<file path="config.mk">
export PLATFORM = sky130hd
export DESIGN_NAME = ramb4_s2_fifo_ctrl
export DESIGN_NICKNAME = d
export VERILOG_FILES = /design/src/rtl/ramb4_s2_fifo_ctrl.sv
export SDC_FILE = /design/constraint.sdc
export NUM_CORES = 1
export LEC_CHECK = 0
export CORE_ASPECT_RATIO = 1.1
export CORE_MARGIN = 4
export CORE_UTILIZATION = 44
export DETAILED_ROUTE_END_ITERATION = 12
export PLACE_DENSITY_LB_ADDON = 0.25
export SETUP_SLACK_MARGIN = 0.1
export SYNTH_ARGS = -nofsm -noshare
export SYNTH_HDL_FRONTEND = slang
export SYNTH_SLANG_ARGS = --single-unit
</file>
<file path="constraint.sdc">
create_clock -name CLKA -period 3 [get_ports CLKA]
set_clock_uncertainty 0.05 [all_clocks]
set_input_delay 0.6 -clock CLKA [delete_from_list [all_inputs] [get_ports CLKA]]
set_output_delay 0.6 -clock CLKA [all_outputs]
set_load 0.005 [all_outputs]
</file>
<file path="src/rtl/ramb4_s2_fifo_ctrl.sv">
// rtl/ramb4_s2_fifo_ctrl.sv - single-clock FIFO controller driving a 2048x2 dual-port block RAM
module ramb4_s2_fifo_ctrl #(
    parameter int ADDR_W     = 11,
    parameter int AFULL_LVL  = 2040,
    parameter int AEMPTY_LVL = 8
) (
    input  logic              CLKA,
    input  logic              RSTB,
    input  logic              wr_en,
    input  logic [1:0]        wr_data,
    input  logic              rd_en,
    output logic [1:0]        rd_data,
    output logic              rd_valid,
    output logic              full,
    output logic              empty,
    output logic              almost_full,
    output logic              almost_empty,
    output logic [ADDR_W:0]   count,
    output logic              overflow,
    output logic              underflow,
    output logic [ADDR_W-1:0] ram_addra,
    output logic              ram_ena,
    output logic              ram_wea,
    output logic [1:0]        ram_dia,
    output logic [ADDR_W-1:0] ram_addrb,
    output logic              ram_enb,
    output logic              ram_web,
    output logic              ram_rstb,
    input  logic [1:0]        ram_dob
);

    localparam logic [ADDR_W:0] DEPTH_C  = {1'b1, {ADDR_W{1'b0}}};
    localparam logic [ADDR_W:0] AFULL_C  = (ADDR_W+1)'(AFULL_LVL);
    localparam logic [ADDR_W:0] AEMPTY_C = (ADDR_W+1)'(AEMPTY_LVL);

    logic [ADDR_W-1:0] wr_ptr_q, wr_ptr_d;
    logic [ADDR_W-1:0] rd_ptr_q, rd_ptr_d;
    logic [ADDR_W:0]   count_q, count_d;
    logic              rd_valid_q, rd_valid_d;
    logic              overflow_q, overflow_d;
    logic              underflow_q, underflow_d;
    logic              push_ok, pop_ok;

    // Flags come only from the registered occupancy, never from pointer compares.
    assign full         = (count_q == DEPTH_C);
    assign empty        = (count_q == '0);
    assign almost_full  = (count_q >= AFULL_C);
    assign almost_empty = (count_q <= AEMPTY_C);

    // Requests are masked during reset so the RAM sees no enables.
    assign push_ok = wr_en & ~full & ~RSTB;
    assign pop_ok  = rd_en & ~empty & ~RSTB;

    always_comb begin
        wr_ptr_d    = wr_ptr_q + ADDR_W'(push_ok);
        rd_ptr_d    = rd_ptr_q + ADDR_W'(pop_ok);
        count_d     = count_q + (ADDR_W+1)'(push_ok) - (ADDR_W+1)'(pop_ok);
        rd_valid_d  = pop_ok;
        overflow_d  = wr_en & full;
        underflow_d = rd_en & empty;
        if (RSTB) begin
            wr_ptr_d    = '0;
            rd_ptr_d    = '0;
            count_d     = '0;
            rd_valid_d  = 1'b0;
            overflow_d  = 1'b0;
            underflow_d = 1'b0;
        end
    end

    always_ff @(posedge CLKA) begin
        wr_ptr_q    <= wr_ptr_d;
        rd_ptr_q    <= rd_ptr_d;
        count_q     <= count_d;
        rd_valid_q  <= rd_valid_d;
        overflow_q  <= overflow_d;
        underflow_q <= underflow_d;
    end

    assign count     = count_q;
    assign rd_valid  = rd_valid_q;
    assign overflow  = overflow_q;
    assign underflow = underflow_q;

    // The RAM registers port B itself, so read data is a straight pass-through.
    assign rd_data   = ram_dob;

    assign ram_addra = wr_ptr_q;
    assign ram_ena   = push_ok;
    assign ram_wea   = push_ok;
    assign ram_dia   = wr_data;
    assign ram_addrb = rd_ptr_q;
    assign ram_enb   = pop_ok;
    assign ram_web   = 1'b0;
    assign ram_rstb  = RSTB;

endmodule

</file>
==> reports/qor.csv <==
stage,metric,value,unit
synthesis,synth_seq_area_share,0.331,
synthesis,ys_types,45,
global_route,overflow,0,
worst_setup_path,cp_data_required_time,3.12,ns
synthesis,yosys_warnings,0,
worst_setup_path,r2r-start,count[8],
global_route,grt_pass1_vias,1991,
pwr,clkPwrFrac,0.124,
pwr,p_seq_frac,0.219,
floorplan,core_area,4780,µm²
place,place_hpwl,4.11,mm
synthesis,synth.most_common_cell,nor2_1,
timing,period_needed,3.13,ns
floorplan,ioPinCount,58,
synthesis,syn_area,2240,µm²
run,drv.max_cap_violation_count,0,
route,drt-total-wl,5.35,mm
floorplan,start_util,0.468,
clock_network,cts_tree,yes,
min_path,hold_end,ram_addrb[10],
pwr,max-vdd-ir-drop,0.000597,V
worst_setup_path,cp.arrival,3.25,ns
cells_and_area,drive_gt1_frac,0.251,
synthesis,yosys.area.top_type,dfxtp_1,
clock_network,cts_buffer_depth,2,
synthesis,netlist_instances,254,
clock_network,cts_buffers,5,
worst_setup_path,worstSetupStartpointType,flop,
synthesis,netlist.area_leader.share,0.331,
route,drt.antenna.violating_nets,0,
min_path,hp-class,reg -> reg,
place,gp_congestion,0.850,
clock_network,clk_latency,0.28,ns
pwr,p_int,1800,µW
route,drc_errors,0,
synthesis,synthFlopType,dfxtp_1,
pwr,swShare,0.384,
global_route,grt_pass1_wl,8.89,mm
status,violations,setup timing,
global_route,grtUsageMet1,0.201,
timing,max_freq,320,MHz
cells_and_area,nets,374,
clock_network,htree_levels,2,
timing,finalWorstSetupSlack,-0.128,ns
floorplan,rows,26,
pwr,powerDensity,906,nW/µm²
global_route,antenna_found_initial,0,
worst_setup_path,rr_worst_depth,16,
global_route,grt_max_degree,35,
timing,slew_violations,0,
pwr,switchingPower,1120,µW
cells_and_area,finalNonFillerCells,391,
min_path,hold_depth,2,
global_route,grt.busiest_layer,met2,
route,via_per_inst,5.20,
floorplan,die-area,6290,µm²
worst_setup_path,critPathMaxFanout,3,
global_route,grt_usage,0.172,
synthesis,synthTopCellsByArea,"dfxtp_1 33%, ha_1 17%, nor2_1 7.6%",
worst_setup_path,cp-end-kind,flop,
pwr,power.leakage,0.00142,µW
synthesis,avgSynthCellArea,8.80,µm²
floorplan,fp.dieW,76.0,µm
place,numPortBuffers,48,
synthesis,synth_edf_count,0,
timing,tns,-0.153,ns
route,drtIter0Drc,63,
worst_setup_path,r2r_end,count[8],
route,drt-pass1-iter-count,4,
synthesis,async_flop_share,0,
min_path,hp-start,ram_addrb[10],
pwr,combinationalPowerShare,0.657,
floorplan,die_y,82.8,µm
worst_setup_path,path_class,reg -> reg,
synthesis,synth_seq_cells,37,
timing,hold_viol,0,
clock_network,cts_num_sinks,37,
cells_and_area,n_antenna_cell,0,
route,wl_per_cell,13.7,µm
worst_setup_path,r2r_setup_slack,-0.13,ns
global_route,met3_usage,0.0304,
synthesis,synth_fp_nets,294,
place,dpl.cell_count,378,
route,via_count,2032,
cells_and_area,syn_to_final_growth,44.1,%
clock_network,clockRootBuffer,clkbuf_8,
status,status,"complete, but fails checks",
clock_network,path_clk_slew,0.08,ns
synthesis,synthTopCellsByCount,"45 x nor2_1, 37 x dfxtp_1, 31 x ha_1",
timing,fin_crit_sh,1.04,
timing,rsz0062_at_grt,yes,
global_route,grtUsageMet2,0.313,
timing,setup_viol,3,
pwr,fin_total_pwr,2920,µW
## worst max-delay path, cell delays in order, from the launching register on
cell     delay [ns]
dfxtp_2        0.33
inv_2          0.08
ha_4           0.14
and4_4         0.20
and2_4         0.16
nand2_4        0.06
inv_4          0.06
nor2_4         0.03
xor2_1         0.14
ha_2           0.19
inv_2          0.05
fa_2           0.20
nor2_2         0.04
o311a_1        0.34
or4_4          0.43
a21oi_2        0.18
mux2_4         0.31
## cell usage in the layout (no fill, tap or decap), types with 3 or more instances in the layout
cell	netlist	layout
nor2_1	45	42
nor2b_1	9	9
dfxtp_1	37	29
and3_1	4	4
dfxtp_2	0	7
o21ai_0	4	3
nand3_1	12	12
ha_1	31	26
nand4_1	4	4
buf_4	7	36
xnor2_1	6	6
a21oi_1	5	3
clkbuf_8	0	6
nand2_1	5	4
ha_4	0	4
nor3_1	4	4
inv_2	0	8
xor2_1	18	18
clkdlybuf4s50_1	0	47
inv_1	20	10
## per-stage QoR
stage | area [µm²] | setup WS, ns | hold WS [ns] | utilization
floorplan | 2280 | -0.109 | 0.452 | -
global placement | 3000 | -0.436 | 0.445 | 0.627
detailed placement | 3000 | -0.565 | 0.452 | 0.627
CTS | 3200 | -0.169 | 0.473 | 0.670
global route | 3220 | -0.195 | 0.514 | 0.674
finish | 3220 | -0.128 | 0.466 | 0.674
## worst max path at each step
| stage | from | end | slack [ns] |
|---|---|---|---|
| final | count[8] | count[8] | -0.13 |
| after global routing | count[4] | count[8] | -0.20 |
| after CTS | count[4] | count[8] | -0.17 |
| after detailed placement | RSTB | count[8] | -0.57 |
| after global placement | RSTB | count[8] | -0.44 |
| after floorplan | count[2] | count[8] | -0.11 |
## registers in the layout, summed over array words and instances (netlist names)
| register | cells |
|---|---|
| rd_valid | 1 |
| count | 12 |
| underflow | 1 |
| overflow | 1 |
| ram_addrb | 11 |
| ram_addra | 11 |
## final cells by class
cell class	count	area, µm²
clock inverters	1	7.51
inverters	20	80.1
flip-flops and latches	37	753
fillers	419	1560
multi-input cells	186	1480
clock buffers	7	86.3
repair buffers	84	749
well taps	56	70.1
## cell families after synthesis
kind of cell	count (synthesis)	share of synthesized area
AND/OR/NAND/NOR	101	0.227
flip-flops	37	0.331
adder cells (fa/ha/maj)	32	0.182
buffers and inverters	31	0.0638
AO/OA/AOI/OAI	24	0.0795
XOR/XNOR	24	0.0940
multiplexers	4	0.0201
other	1	0.00168
## power groups by stage
stage	Clock (µW)	Combinational (µW)	Sequential [µW]
final	363	1920	639
after global routing	393	2090	647
after CTS	373	1880	639
after detailed placement	0	1710	648
after global placement	0	1660	647
after floorplan	0	991	672
## timing repair
action,4_1_cts,5_1_grt
buffers inserted,4,1
pin swaps,6,6
gates cloned,0,0
gates resized for setup,16,5
hold buffers,0,0
setup endpoints to repair,6,7
## per-layer routing
layer / vias to the layer above / part of all wire
met5: - / 0
met4: 0 / 0.017
met3: 8 / 0.040
met2: 49 / 0.49
met1: 971 / 0.45
li1: 1004 / -
Note: power is estimated with default switching activity, not from simulation.
